### src/rtl/mem_pkg.sv
// Shared types and constants for the MEM stage and its SRAM controller.
// The SRAM is 16 bits wide, so each 32-bit word takes a LOW half-access and then a HIGH one.
package mem_pkg;

    localparam int BASE_ADDR   = 1024;
    localparam int SRAM_ADDR_W = 18;
    localparam int SRAM_DATA_W = 16;

    typedef enum logic [1:0] {
        ST_IDLE = 2'd0,
        ST_LOW  = 2'd1,
        ST_HIGH = 2'd2,
        ST_DONE = 2'd3
    } mem_state_e;

    // The data segment starts at BASE_ADDR. Each 32-bit word maps to one pair of SRAM halves.
    function automatic logic [SRAM_ADDR_W-2:0] word_index(input logic [31:0] byte_addr);
        return (SRAM_ADDR_W-1)'((byte_addr - 32'(BASE_ADDR)) >> 2);
    endfunction

endpackage

### src/rtl/mem_stage_sram_if.sv
// Pin bundle of the external 16-bit asynchronous SRAM.
// The master side drives the address, the write data and the strobes. The slave side returns the read data.
interface mem_stage_sram_if;
    import mem_pkg::*;

    logic [SRAM_ADDR_W-1:0] sram_addr;
    logic [SRAM_DATA_W-1:0] sram_dq_out;
    logic                   sram_dq_oe;
    logic                   sram_we_n;
    logic [SRAM_DATA_W-1:0] sram_dq_in;

    modport master (
        output sram_addr,
        output sram_dq_out,
        output sram_dq_oe,
        output sram_we_n,
        input  sram_dq_in
    );

    modport slave (
        input  sram_addr,
        input  sram_dq_out,
        input  sram_dq_oe,
        input  sram_we_n,
        output sram_dq_in
    );

endinterface

### src/rtl/sram_controller.sv
// Sequences one 32-bit access as two 16-bit SRAM half-accesses (LOW, then HIGH).
// It also produces the ready/freeze handshake that the MEM/WB register uses.
module sram_controller
    import mem_pkg::*;
#(
    parameter int WAIT_CYCLES = 1
) (
    input  logic                clk,
    input  logic                rst,
    input  logic                mem_r_en,
    input  logic                mem_w_en,
    input  logic [31:0]         alu_res,
    input  logic [31:0]         val_rm,
    mem_stage_sram_if.master    sram,
    output logic                ready,
    output logic                freeze,
    output logic                done,
    output logic [31:0]         rdbuf
);

    localparam logic [3:0] LAST_CNT = 4'(WAIT_CYCLES);

    mem_state_e             state_reg, state_next;
    logic [3:0]             cnt_reg, cnt_next;
    logic [31:0]            rdbuf_reg, rdbuf_next;
    logic                   mem_en;
    logic                   is_read;
    logic                   is_write;
    logic                   phase_end;
    logic                   in_phase;
    logic                   hi_phase;
    logic [SRAM_ADDR_W-2:0] word_idx;

    // When the read and write bits are both set, the read wins.
    assign mem_en    = mem_r_en | mem_w_en;
    assign is_read   = mem_r_en;
    assign is_write  = mem_w_en & ~mem_r_en;
    assign phase_end = (cnt_reg == LAST_CNT);
    assign in_phase  = (state_reg == ST_LOW) || (state_reg == ST_HIGH);
    assign hi_phase  = (state_reg == ST_HIGH);
    assign word_idx  = word_index(alu_res);

    always_comb begin
        state_next = state_reg;
        cnt_next   = 4'd0;
        rdbuf_next = rdbuf_reg;
        case (state_reg)
            ST_IDLE: begin
                if (mem_en) begin
                    state_next = ST_LOW;
                end
            end
            ST_LOW: begin
                if (phase_end) begin
                    state_next = ST_HIGH;
                    if (is_read) begin
                        rdbuf_next[15:0] = sram.sram_dq_in;
                    end
                end else begin
                    cnt_next = cnt_reg + 4'd1;
                end
            end
            ST_HIGH: begin
                if (phase_end) begin
                    state_next = ST_DONE;
                    if (is_read) begin
                        rdbuf_next[31:16] = sram.sram_dq_in;
                    end
                end else begin
                    cnt_next = cnt_reg + 4'd1;
                end
            end
            ST_DONE: begin
                state_next = ST_IDLE;
            end
            default: begin
                state_next = ST_IDLE;
            end
        endcase
    end

    always_ff @(posedge clk or negedge rst) begin
        if (!rst) begin
            state_reg <= ST_IDLE;
            cnt_reg   <= 4'd0;
            rdbuf_reg <= 32'd0;
        end else begin
            state_reg <= state_next;
            cnt_reg   <= cnt_next;
            rdbuf_reg <= rdbuf_next;
        end
    end

    // The pins are decoded from state alone. A reset that forces IDLE therefore drops the write strobe at once.
    assign sram.sram_addr   = in_phase ? {word_idx, hi_phase} : '0;
    assign sram.sram_dq_out = (in_phase && is_write) ? (hi_phase ? val_rm[31:16] : val_rm[15:0]) : '0;
    assign sram.sram_dq_oe  = in_phase && is_write;
    assign sram.sram_we_n   = ~(in_phase && is_write);

    assign ready  = (state_reg == ST_IDLE) || (state_reg == ST_DONE);
    // A new command arriving in IDLE stalls upstream at once. Only DONE releases the stall.
    assign freeze = mem_en && (!ready || (state_reg == ST_IDLE));
    assign done   = (state_reg == ST_DONE);
    assign rdbuf  = rdbuf_reg;

endmodule

### src/rtl/mem_stage_sram.sv
// MEM pipeline stage: MEM/WB register plus hazard-unit pass-through.
// SRAM sequencing is handled by sram_controller.
module mem_stage_sram #(
    parameter int WAIT_CYCLES = 1
) (
    input  logic                clk,
    input  logic                rst,
    input  logic                wb_en_in,
    input  logic                mem_r_en_in,
    input  logic                mem_w_en_in,
    input  logic [31:0]         alu_res_in,
    input  logic [31:0]         val_Rm_in,
    input  logic [3:0]          dest_in,
    output logic                freeze,
    output logic                wb_en_hazard_out,
    output logic                mem_r_en_hazard_out,
    output logic [3:0]          dest_hazard_out,
    mem_stage_sram_if.master    sram,
    output logic                wb_en_out,
    output logic                mem_r_en_out,
    output logic [31:0]         alu_res_out,
    output logic [31:0]         mem_data_out,
    output logic [3:0]          dest_out
);

    logic        ready;
    logic        done;
    logic [31:0] rdbuf;
    logic        mwb_load;

    sram_controller #(
        .WAIT_CYCLES (WAIT_CYCLES)
    ) u_ctrl (
        .clk      (clk),
        .rst      (rst),
        .mem_r_en (mem_r_en_in),
        .mem_w_en (mem_w_en_in),
        .alu_res  (alu_res_in),
        .val_rm   (val_Rm_in),
        .sram     (sram),
        .ready    (ready),
        .freeze   (freeze),
        .done     (done),
        .rdbuf    (rdbuf)
    );

    assign wb_en_hazard_out    = wb_en_in;
    assign mem_r_en_hazard_out = mem_r_en_in;
    assign dest_hazard_out     = dest_in;

    // The IDLE cycle that accepts a command is stalled even though the controller reports ready.
    // That cycle must also load a bubble.
    assign mwb_load = ready && !freeze;

    always_ff @(posedge clk or negedge rst) begin
        if (!rst) begin
            wb_en_out    <= 1'b0;
            mem_r_en_out <= 1'b0;
            alu_res_out  <= 32'd0;
            mem_data_out <= 32'd0;
            dest_out     <= 4'd0;
        end else begin
            if (mwb_load) begin
                wb_en_out    <= wb_en_in;
                mem_r_en_out <= mem_r_en_in;
                alu_res_out  <= alu_res_in;
                dest_out     <= dest_in;
            end else begin
                wb_en_out    <= 1'b0;
                mem_r_en_out <= 1'b0;
            end
            if (done) begin
                mem_data_out <= rdbuf;
            end
        end
    end

endmodule

### src/flat_wrapper.sv
// flat-port wrapper written by rule: the top's interface ports become plain ports
module mem_stage_sram_flat 
#(
    parameter int WAIT_CYCLES = 1
)
  (clk, rst, wb_en_in, mem_r_en_in, mem_w_en_in, alu_res_in, val_Rm_in, dest_in, freeze, wb_en_hazard_out, mem_r_en_hazard_out, dest_hazard_out, wb_en_out, mem_r_en_out, alu_res_out, mem_data_out, dest_out, sram_sram_addr, sram_sram_dq_out, sram_sram_dq_oe, sram_sram_we_n, sram_sram_dq_in);
  mem_stage_sram_if sram_i ();
  input  logic clk;
  input  logic rst;
  input  logic wb_en_in;
  input  logic mem_r_en_in;
  input  logic mem_w_en_in;
  input  logic [31:0] alu_res_in;
  input  logic [31:0] val_Rm_in;
  input  logic [3:0] dest_in;
  output logic freeze;
  output logic wb_en_hazard_out;
  output logic mem_r_en_hazard_out;
  output logic [3:0] dest_hazard_out;
  output logic wb_en_out;
  output logic mem_r_en_out;
  output logic [31:0] alu_res_out;
  output logic [31:0] mem_data_out;
  output logic [3:0] dest_out;
  output wire logic [$bits(sram_i.sram_addr)-1:0] sram_sram_addr;
  output wire logic [$bits(sram_i.sram_dq_out)-1:0] sram_sram_dq_out;
  output wire logic [$bits(sram_i.sram_dq_oe)-1:0] sram_sram_dq_oe;
  output wire logic [$bits(sram_i.sram_we_n)-1:0] sram_sram_we_n;
  input wire logic [$bits(sram_i.sram_dq_in)-1:0] sram_sram_dq_in;
  assign sram_sram_addr = sram_i.sram_addr;
  assign sram_sram_dq_out = sram_i.sram_dq_out;
  assign sram_sram_dq_oe = sram_i.sram_dq_oe;
  assign sram_sram_we_n = sram_i.sram_we_n;
  assign sram_i.sram_dq_in = sram_sram_dq_in;
  mem_stage_sram #(.WAIT_CYCLES(WAIT_CYCLES)) u_core (.clk(clk), .rst(rst), .wb_en_in(wb_en_in), .mem_r_en_in(mem_r_en_in), .mem_w_en_in(mem_w_en_in), .alu_res_in(alu_res_in), .val_Rm_in(val_Rm_in), .dest_in(dest_in), .freeze(freeze), .wb_en_hazard_out(wb_en_hazard_out), .mem_r_en_hazard_out(mem_r_en_hazard_out), .dest_hazard_out(dest_hazard_out), .sram(sram_i), .wb_en_out(wb_en_out), .mem_r_en_out(mem_r_en_out), .alu_res_out(alu_res_out), .mem_data_out(mem_data_out), .dest_out(dest_out));
endmodule
### config.mk
export PLATFORM = sky130hd
export DESIGN_NAME = mem_stage_sram_flat
export DESIGN_NICKNAME = d
export VERILOG_FILES = /design/src/rtl/mem_pkg.sv /design/src/rtl/mem_stage_sram_if.sv /design/src/rtl/sram_controller.sv /design/src/rtl/mem_stage_sram.sv /design/src/flat_wrapper.sv
export SDC_FILE = /design/constraint.sdc
export NUM_CORES = 1
export LEC_CHECK = 0
export BUFFER_PORTS_ARGS = -buffer_cell sky130_fd_sc_hd__buf_2
export CORE_ASPECT_RATIO = 0.7
export CORE_MARGIN = 5
export CORE_UTILIZATION = 43
export DETAILED_ROUTE_END_ITERATION = 12
export GPL_ROUTABILITY_DRIVEN = 0
export GPL_TIMING_DRIVEN = 1
export PLACE_DENSITY_LB_ADDON = 0.3
export SLEW_MARGIN = 0
export SYNTH_ARGS = -nofsm -noshare
export SYNTH_HDL_FRONTEND = slang
export SYNTH_SLANG_ARGS = --single-unit
### constraint.sdc
create_clock -name clk -period 3.5 [get_ports clk]
set_clock_uncertainty 0.05 [all_clocks]
set_input_delay 1.05 -clock clk [delete_from_list [all_inputs] [get_ports clk]]
set_output_delay 1.05 -clock clk [all_outputs]
set_load 0.01 [all_outputs]
Yosys cells after proc, flatten, opt, wreduce, memory -nomap -nowiden
Index checks and enable logic that the tools add are counted.
W data, S select, Z words.
{"block": "totals", "regBits": 108, "in_bits": 89, "out_inout_bits": 113, "wordCells": 46}
{"block": "classes", "n_addsub": 2, "eq_ne": 7, "mux": 11, "bitwise": 4, "n_reduce_logical": 13}
{"cell": "$mux W16", "n": 2}
{"cell": "$sub A19 B11 Y19 const B", "n": 1}
{"cell": "$mux W18", "n": 1}
{"cell": "$reduce_and A3 Y1", "n": 3}
{"cell": "$mux W4", "n": 2}
{"cell": "$pmux W2 S4", "n": 1}
{"cell": "$mux W2", "n": 3}
{"cell": "$ne A2 B2 Y1 const B", "n": 3}
{"cell": "$add A4 B1 Y4 const B", "n": 1}
{"cell": "$eq A2 B2 Y1 const B", "n": 2}
{"cell": "$eq A4 B1 Y1 const B", "n": 1}
{"cell": "$logic_and A1 B1 Y1", "n": 3}
{"cell": "$logic_or A1 B1 Y1", "n": 3}
{"cell": "$eq A2 B1 Y1 const B", "n": 1}
{"cell": "$logic_not A1 Y1", "n": 2}
{"cell": "$logic_not A2 Y1", "n": 1}
{"cell": "$mux W1", "n": 2}
{"cell": "$not A1 Y1", "n": 2}
{"cell": "$reduce_or A2 Y1", "n": 1}
{"cell": "$and A1 B1 Y1", "n": 1}
{"cell": "$or A1 B1 Y1", "n": 1}

Longest topological paths before layout
Gate-level depths: netlist of run 1.
{"block": "logic_depth", "word_depth": 8, "ltp_mapped": 6, "mapped_depth_nobuf": 5}

Hierarchy
From an unflattened synthesis of run 1, not the netlist that was laid out.
{"block": "hier_totals", "hier_cells": 333, "area_unflattened_um2": 4762.1}
{"module": "mem_stage_sram", "n_inst": 1, "cells_each": 155, "area_each_um2": 2737.6, "seq_area_each_um2": 1751.7}
{"module": "sram_controller", "n_inst": 1, "cells_each": 178, "area_each_um2": 2024.4, "seq_area_each_um2": 950.9}

Worst setup path after synthesis of run 1
No wires, ideal clock.
{"block": "synth_path", "kind": "in2out", "start": "input alu_res_in[15]", "end": "output sram_sram_addr[16]", "arrival_time_ns": 2.298, "t_required_ns": 2.400, "slack_ns": 0.102, "stages": 3, "path_buffers": 0, "path_cell_list": "or4_4 -> or3_2 -> a21boi_0"}
{"block": "synth_via", "elab_chain_len": 2}
{"item": "from (decl)", "line": "flat_wrapper.sv:13", "rtl": "input logic [31:0] alu_res_in;"}
{"item": "$sub A19 B11 Y19", "line": "mem_pkg.sv:18", "rtl": "return (SRAM_ADDR_W-1)'((byte_addr - 32'(BASE_ADDR)) >> 2);"}
{"item": "$mux W18", "line": "sram_controller.sv:95", "rtl": "assign sram.sram_addr = in_phase ? {word_idx, hi_phase} : '0;"}
{"item": "to (decl)", "line": "flat_wrapper.sv:25", "rtl": "output wire logic [$bits(sram_i.sram_addr)-1:0] sram_sram_addr;"}
No other way between the ends.

Final worst setup path of run 1
{"block": "layout_path", "start": "input alu_res_in[15]", "end": "output sram_sram_addr[17]"}
The elaborated chain is that of the path after synthesis.

==> results of run 1 <==
==> layout make-up <==
cell class              instances  area [um^2]  area share
multi-input cells             199         1880       0.302
clock buffers                  11          243      0.0391
clock inverters                 4         35.0     0.00564
well taps                     148          185      0.0298
inverters                       7         26.3     0.00423
repair buffers                215         1140       0.184
flip-flops and latches        108         2700       0.435
==> through the flow <==
stage                     setup TNS, ns  hold WS [ns]   util  total power, W
after global routing            -0.0841         0.467  0.591         0.00607
after detailed placement         -0.220         0.435  0.562         0.00477
after global placement          -0.0763         0.426  0.562         0.00468
after floorplan                       0         0.406      -         0.00378
final                           -0.0415         0.446  0.591         0.00566
after CTS                       -0.0417         0.448  0.590         0.00575
==> critical path: cells and delay by family <==
kind / cells / cell delay (ns)
buf+inv: 2 / 0.23
compound gates: 1 / 0.13
simple gates: 2 / 1.03
==> worst paths after layout <==
path | to | slack, ns | cells past startpoint | start
max in group asynchronous | u_core.alu_res_out[16]$_DFFE_PN0N_ | 1.99 | 2 | rst
worst min register to register | u_core.u_ctrl.cnt_reg[0]$_DFF_PN0_ | 0.45 | 1 | u_core.u_ctrl.cnt_reg[0]$_DFF_PN0_
worst min-delay path | u_core.u_ctrl.cnt_reg[0]$_DFF_PN0_ | 0.45 | 1 | u_core.u_ctrl.cnt_reg[0]$_DFF_PN0_
worst max-delay path | sram_sram_addr[17] | -0.04 | 5 | alu_res_in[15]
worst max register to register | u_core.alu_res_out[1]$_DFFE_PN0N_ | 1.29 | 5 | u_core.u_ctrl.state_reg[1]$_DFFE_PN0P_
min in group asynchronous | u_core.alu_res_out[19]$_DFFE_PN0N_ | 0.69 | 1 | rst
==> kinds of logic after synthesis <==
kind of cell,count (synthesis)
compound gates,14
mux,118
buf+inv,27
simple gates,57
flops,108
fa+ha+maj,8
xor+xnor,2
==> power breakdown <==
part	switching, W	total [W]	internal (W)
Combinational	0.00123	0.00257	0.00135
Sequential	0.000285	0.00215	0.00186
Clock	0.000433	0.000937	0.000504
==> routing by layer <==
metal  vias to the layer above  global-route usage  wire, um
li1                       1570                   -         -
met1                      1659               0.213      4660
met2                       118               0.275      5310
met3                        14              0.0683       944
met4                         2              0.0344       101
met5                         -                   0        20
==> cells in the final DEF, fill, tap and decap left out, types with 2 or more instances in the layout <==
cell	n
o31ai_1	2
and2_1	10
ha_1	7
nand2b_1	3
mux2_2	101
buf_4	13
or4_4	2
o21ai_0	2
a21boi_0	3
a21boi_2	2
xnor2_1	2
nor2b_1	5
clkinvlp_4	2
nor2_1	21
buf_2	199
dfrtp_1	108
inv_1	7
nand2_1	2
mux2i_1	17
nor3b_1	3
buf_12	2
nand3_2	2
clkbuf_16	9
==> what timing repair did <==
action,in CTS,in global routing
pin swaps,2,0
setup endpoints to repair,3,1
resized for setup,5,2
hold endpoints to repair,0,0
==> reports/results.tsv, run 1 <==
metric	value	unit
DRT Pass-1 Iters	4	
leakage	3.13	nW
Avg Inst Size Synth	14.0	um^2
Critical Path Source Type	input pin	
CORE AREA	10500	um^2
Final WS setup	-0.0415	ns
largest family of logic cells by synthesized area	multiplexers	
Cells after Synth	334	
fin. max-slew vios	0	
All-Layer GR Usage	0.169	
Yosys top cell by area	dfrtp_1	
ys flop type	dfrtp_1	
WL final	11000	um
Synth top area share	0.576	
status	finished with violations	
worst vdd ir	0.000429	V
CP dominant cell by count	or4_4	
RSZ-0062 raised after global routing	true	
FMAX	282	MHz
DRT antenna net count	0	
die height	97.4	um
htree depth	3	
Async S/R FF share, synth	1.00	
cts bufs inserted	9	
Synth cell types	34	
crit path kind	in2out	
io pins	202	
Rel. slew slack	0.568	
Worst-path clk slew	0.06	ns
synthesized flop and latch total	108	
hpwl dp	8300	um
final hold vios	0	
top post-synthesis cells by count	dfrtp_1, mux2_2, nor2_1	
clk_lat worst skew	0.33	ns
number of synthesized flops with an enable pin	0	
most numerous cell in the Yosys netlist	dfrtp_1	
Initial Util	0.446	
# port buffers	201	
Layout fillers	874	
largest net degree at the start of global routing	52	
PD cells	911	nW/um^2
crit path DAT	2.44	ns
Worst Hold Class	reg2reg	
Layout Nets	637	
final setup vio count	1	
post-DR vias/cell	4.86	
critical-path cell list	buf_6 -> or4_4 -> or4_4 -> a21boi_2 -> buf_2	
placed insts	677	
Design Area, Final	6210	um^2
initial DRC count	91	
Synth Area in Compound Gates	0.0214	
number of global-route vias before repair	3570	
n_diodes	0	
Post-Place Setup Slack	-0.0828	ns
row count	31	
die area	13100	um^2
Post-Synth XOR/XNOR Area	0.00374	
Clock Tree Buf Depth	2	
wire length per cell	15.9	um
Worst-Margin Slew	0.648	ns
CP endpoint kind	output pin	
Final Instance Count excl. Fillers	692	
Root Buffer	clkbuf_16	
Critical Path RT	2.40	ns
slowest stage delay, CP	0.54	ns
Cell Area, Synth	4690	um^2
Post-Synth Adder-Cell Area	0.0214	
placed cell area	5910	um^2
Crit Path Max Fanout	3	
post-CTS setup buffer count	0	
Area contributors post-synth	dfrtp_1, mux2_2, mux2i_1	
CTS Hold Buffers Added	0	
first-pass GRT wire length	17900	um
Synth Warn #	0	
grt ovf	0	
failing checks	negative setup slack	
TritonCTS clock tree	done	
Period Utilization, post-route	1.01	
post-synthesis mux area share	0.279	
via count	3363	
initial antenna violation count	1	
post-synthesis simple-gate area fraction	0.0689	
fin crit period	3.54	ns
Die Span X	135	um
total clock sinks	108	
max-cap violations	0	
share of cells above drive strength 1	0.629	
CP max-delay cell	or4_4	
sequential share of the synthesized area	0.576	
Layout Area Growth over Synthesis	32.5	%
DRC Markers	0	
Synth Net Count	431	
No activity file was read; power rests on OpenSTA's default activity.
==> run 2: changes to the inputs <==
--- a/config.mk
+++ b/config.mk
@@ -13,6 +13,7 @@
 export GPL_ROUTABILITY_DRIVEN = 0
 export GPL_TIMING_DRIVEN = 1
 export PLACE_DENSITY_LB_ADDON = 0.3
+export REMOVE_ABC_BUFFERS = 1
 export SLEW_MARGIN = 0
 export SYNTH_ARGS = -nofsm -noshare
 export SYNTH_HDL_FRONTEND = slang
==> reports/results.tsv, run 2 (synthesized netlist as in run 1, its figures left out) <==
metric	value	unit	change
Critical Path Source Type	input pin		
max-cap violations	0		unchanged
commonest non-fill, non-tap cells in the layout	buf_2, dfrtp_1, mux2_2, nor2_1, mux2i_1		
Critical Path RT	2.40	ns	about the same
io pins	202		unchanged
Rel. slew slack	0.621		+0.0530
Post-Place Setup Slack	-0.107	ns	-0.0241 ns
post-CTS setup buffer count	0		unchanged
leakage	3.13	nW	about the same
Final WS setup	-0.0703	ns	-0.0287 ns
worst vdd ir	0.000516	V	+20%
initial DRC count	98		+7.7%
Flop pwr share	0.378		about the same
placed insts	677		unchanged
Crit Path Max Fanout	4		+1
CP endpoint kind	output pin		
commonest non-fill, non-tap cell in the layout	buf_2		
PD cells	913	nW/um^2	+0.19%
Worst-path clk slew	0.07	ns	about the same
fin. max-slew vios	0		unchanged
DRC Markers	0		unchanged
via count	3303		-1.8%
Final Instance Count excl. Fillers	693		+0.14%
Clock Tree Buf Depth	2		unchanged
TritonCTS clock tree	done		
final setup vio count	2		+1
largest net degree at the start of global routing	67		+29%
share of cells above drive strength 1	0.629		+0.000681
grt ovf	0		unchanged
WL final	11000	um	-0.35%
DRT antenna net count	0		unchanged
initial antenna violation count	0		-1
failing checks	negative setup slack		
die height	97.4	um	unchanged
Layout Area Growth over Synthesis	32.7	%	
row count	31		unchanged
n_diodes	0		unchanged
Worst-Margin Slew	0.568	ns	-0.0794 ns
RSZ-0062 raised after global routing	true		
Initial Util	0.446		unchanged
cts bufs inserted	9		unchanged
post-DR vias/cell	4.77		-1.9%
FMAX	280	MHz	-0.80%
total clock sinks	108		unchanged
Root Buffer	clkbuf_16		
Worst Hold Class	reg2reg		
die area	13100	um^2	unchanged
# port buffers	201		unchanged
final hold vios	0		unchanged
first-pass GRT wire length	18500	um	+3.0%
All-Layer GR Usage	0.173		+0.00404
Internal	0.00374	W	+0.78%
Period Utilization, post-route	1.02		+0.00821
Die Span X	135	um	unchanged
clock group share of total power	0.170		+0.004
Layout Nets	637		unchanged
hpwl dp	8540	um	+2.9%
total power	0.00568	W	+0.37%
DRT Pass-1 Iters	4		unchanged
number of global-route vias before repair	3635		+1.8%
fin crit period	3.57	ns	+0.0287 ns
wire length per cell	15.9	um	-0.50%
status	finished with violations		
crit path kind	in2out		
CORE AREA	10500	um^2	unchanged
crit path DAT	2.47	ns	+0.03 ns
combinational power share	0.452		-0.003
clk_lat worst skew	0.34	ns	about the same
htree depth	3		unchanged
NetSw	0.00194	W	-0.39%
Sw Ratio	0.341		-0.00262
run 2: metal layers:
layer,track usage,up-vias,share of wire
li1,-,1569,-
met4,0.0430,0,0.011
met3,0.0373,12,0.052
met1,0.210,1611,0.41
met5,0,-,0
met2,0.311,111,0.53
run 2: timing repair:
item / 4_1_cts / 5_1_grt
endpoints found under the setup margin: 3 / 4
pin swaps: 2 / 3
hold buffers: 0 / 0
gates resized for setup: 5 / 5
run 2: worst paths after layout:
| kind | from | to | slack (ns) | cells past startpoint |
|---|---|---|---|---|
| max in group asynchronous | rst | u_core.alu_res_out[20]$_DFFE_PN0N_ | 2.00 | 2 |
| setup / recovery | alu_res_in[15] | sram_sram_addr[17] | -0.07 | 5 |
| hold reg to reg | u_core.u_ctrl.cnt_reg[0]$_DFF_PN0_ | u_core.u_ctrl.cnt_reg[0]$_DFF_PN0_ | 0.44 | 1 |
| hold / removal | u_core.u_ctrl.cnt_reg[0]$_DFF_PN0_ | u_core.u_ctrl.cnt_reg[0]$_DFF_PN0_ | 0.44 | 1 |
| setup reg to reg | u_core.u_ctrl.cnt_reg[1]$_DFF_PN0_ | u_core.u_ctrl.rdbuf[7]$_DFFE_PN0P_ | 1.33 | 5 |
| min in group asynchronous | rst | u_core.mem_data_out[31]$_DFFE_PN0N_ | 0.65 | 1 |
run 2: cell type report:
class	count	area, um^2
inverter	7	26.3
multi-input combinational	199	1880
clock inverter	3	20.0
clock buffer	13	270
sequential	108	2700
fill	887	4290
timing repair buffer	215	1140
tap	148	185
run 2: through the flow:
step,hold slack [ns],utilization,area (um^2),setup TNS [ns]
after detailed placement,0.437,0.561,5900,-0.267
after CTS,0.447,0.590,6200,-0.102
after global placement,0.425,0.561,5900,-0.224
after global routing,0.468,0.592,6220,-0.152
after floorplan,0.406,-,4580,0
final,0.444,0.592,6220,-0.0723
run 2: critical path, cell delays in order:
cell	delay [ns]
buf_6	0.09
or4_4	0.55
or4_1	0.48
a21boi_1	0.15
buf_2	0.15
run 2: power groups by stage:
stage          sequential (W)  combinational (W)  clock (W)
6_report              0.00215            0.00257   0.000963
2_1_floorplan         0.00232            0.00142          0
4_1_cts               0.00215            0.00263   0.000995
5_1_grt               0.00222            0.00280    0.00105
3_5_place_dp          0.00217            0.00262          0
3_3_place_gp          0.00214            0.00254          0
==> run 3: changes to the inputs <==
--- a/config.mk
+++ b/config.mk
@@ -5,11 +5,11 @@
 export SDC_FILE = /design/constraint.sdc
 export NUM_CORES = 1
 export LEC_CHECK = 0
-export BUFFER_PORTS_ARGS = -buffer_cell sky130_fd_sc_hd__buf_2
 export CORE_ASPECT_RATIO = 0.7
 export CORE_MARGIN = 5
 export CORE_UTILIZATION = 43
 export DETAILED_ROUTE_END_ITERATION = 12
+export DONT_BUFFER_PORTS = 1
 export GPL_ROUTABILITY_DRIVEN = 0
 export GPL_TIMING_DRIVEN = 1
 export PLACE_DENSITY_LB_ADDON = 0.3
==> reports/results.tsv, run 3 (synthesized netlist as in run 1, its figures left out) <==
metric	value	unit	change
crit path DAT	2.40	ns	-0.07 ns
Top delay family on crit path	simple AND/OR/NAND/NOR gates		
slowest stage delay, CP	0.54	ns	about the same
worst hold slack	0.355	ns	-0.0887 ns
Layout Nets	431		-32%
leakage	2.26	nW	-28%
initial antenna violation count	0		unchanged
CP endpoint kind	output pin		
TritonCTS clock tree	done		
Root Buffer	clkbuf_16		
number of global-route vias before repair	2748		-24%
DRT antenna net count	0		unchanged
WL final	9530	um	-13%
worst vdd ir	0.000627	V	+21%
wire length per cell	19.6	um	+23%
final hold vios	0		unchanged
# port buffers	0		-100%
Crit Path Max Fanout	5		+1
CTS Hold Buffers Added	0		unchanged
CP max-delay cell	or4_4		
grt ovf	0		unchanged
largest net degree at the start of global routing	109		+63%
Worst Hold Class	in2async		
via count	2576		-22%
CORE AREA	10500	um^2	unchanged
fin. max-slew vios	0		unchanged
Util after Layout	0.490		-0.102
Critical Path Source Type	input pin		
htree depth	3		unchanged
WP buf/inv	1		-1
post-DR vias/cell	5.29		+11%
clk_lat worst skew	0.33	ns	about the same
first-pass GRT wire length	15400	um	-16%
setup TNS	0	ns	+0.0723 ns
Worst-path clk slew	0.07	ns	about the same
RSZ-0062 raised after global routing	false		
n_diodes	0		unchanged
initial DRC count	119		+21%
max-cap violations	0		unchanged
Worst-Margin Slew	0.556	ns	-0.0123 ns
Layout Area Growth over Synthesis	9.79	%	
final setup vio count	0		-2
post-CTS setup buffer count	0		unchanged
fin crit period	3.50	ns	-0.0720 ns
Period Utilization, post-route	0.999		-0.0206
PD cells	1000	nW/um^2	+9.6%
row count	31		unchanged
share of cells above drive strength 1	0.404		-0.225
Rel. slew slack	0.629		+0.00737
commonest non-fill, non-tap cell in the layout	dfrtp_1		
Initial Util	0.446		unchanged
Die Span X	135	um	unchanged
FMAX	286	MHz	+2.1%
io pins	202		unchanged
DRT Pass-1 Iters	4		unchanged
hpwl dp	7080	um	-17%
All-Layer GR Usage	0.147		-0.0259
Clock Tree Buf Depth	2		unchanged
Critical Path RT	2.40	ns	about the same
post-CTS sizing	0		-5
crit path kind	in2out		
die area	13100	um^2	unchanged
cts bufs inserted	9		unchanged
DRC Markers	0		unchanged
commonest non-fill, non-tap cells in the layout	dfrtp_1, mux2_2, nor2_1, mux2i_1, and2_1		
critical-path cell list	or4_4 -> or3_2 -> a21boi_0 -> buf_4		
Final Instance Count excl. Fillers	487		-30%
placed insts	471		-30%
total clock sinks	108		unchanged
status	finished, final reports clean		
die height	97.4	um	unchanged
## run 3: cell types whose count changed in the layout (fill, tap and decap cells not counted), moves of 2 or more
cell      delta
a21boi_0     +2
a21boi_1     -2
buf_2      -198
buf_4        -5
buf_6        -2
clkbuf_8     -3
clkinv_4     +2
## run 3: path summary, 6_finish.rpt
kind / from / endpoint / slack [ns] / depth (start not counted)
setup / recovery: alu_res_in[15] / sram_sram_addr[16] / 0.002 / 4
hold / removal: rst / u_core.mem_data_out[1]$_DFFE_PN0N_ / 0.36 / 0
setup reg to reg: u_core.u_ctrl.cnt_reg[1]$_DFF_PN0_ / u_core.u_ctrl.rdbuf[14]$_DFFE_PN0P_ / 1.26 / 5
hold reg to reg: u_core.u_ctrl.cnt_reg[0]$_DFF_PN0_ / u_core.u_ctrl.cnt_reg[0]$_DFF_PN0_ / 0.44 / 1
max in group asynchronous: rst / u_core.dest_out[3]$_DFFE_PN0N_ / 2.90 / 0
min in group clk: u_core.u_ctrl.cnt_reg[0]$_DFF_PN0_ / u_core.u_ctrl.cnt_reg[0]$_DFF_PN0_ / 0.44 / 1
## run 3: power breakdown
part	internal, W	leakage [nW]	switching, W
combinational	0.000956	0.798	0.000756
clock	0.000555	0.142	0.000436
sequential	0.00186	1.32	0.000581
## run 3: area by class of cell
class / instances / area, um^2
tap: 148 / 185
sequential: 108 / 2700
clock buffer: 10 / 229
fill: 900 / 5360
clock inverter: 6 / 65.1
timing repair buffer: 9 / 67.6
inverter: 7 / 26.3
multi-input combinational: 199 / 1870
## run 3: per-stage QoR
stage | area (um^2) | power, W | setup slack (ns)
after floorplan | 4580 | 0.00374 | 0.102
after global placement | 4840 | 0.00415 | 0.0463
after detailed placement | 4840 | 0.00423 | 0.0221
after CTS | 5130 | 0.00524 | 0.0221
after global routing | 5150 | 0.00549 | 0.00908
final | 5150 | 0.00515 | 0.00177
## run 3: per-layer routing
metal  global-route usage  part of all wire  vias up
li1                     -                 -     1159
met1                0.181              0.41     1309
met2                0.252              0.52       99
met3               0.0440             0.064        9
met4               0.0391             0.011        0
met5                    0                 0        -
## run 3: worst reg2reg max path, stage by stage (launching register included)
cell     delay [ns]
dfrtp_1        0.40
inv_1          0.07
ha_1           0.16
nor3b_1        0.45
nand3_2        0.53
mux2_2         0.48
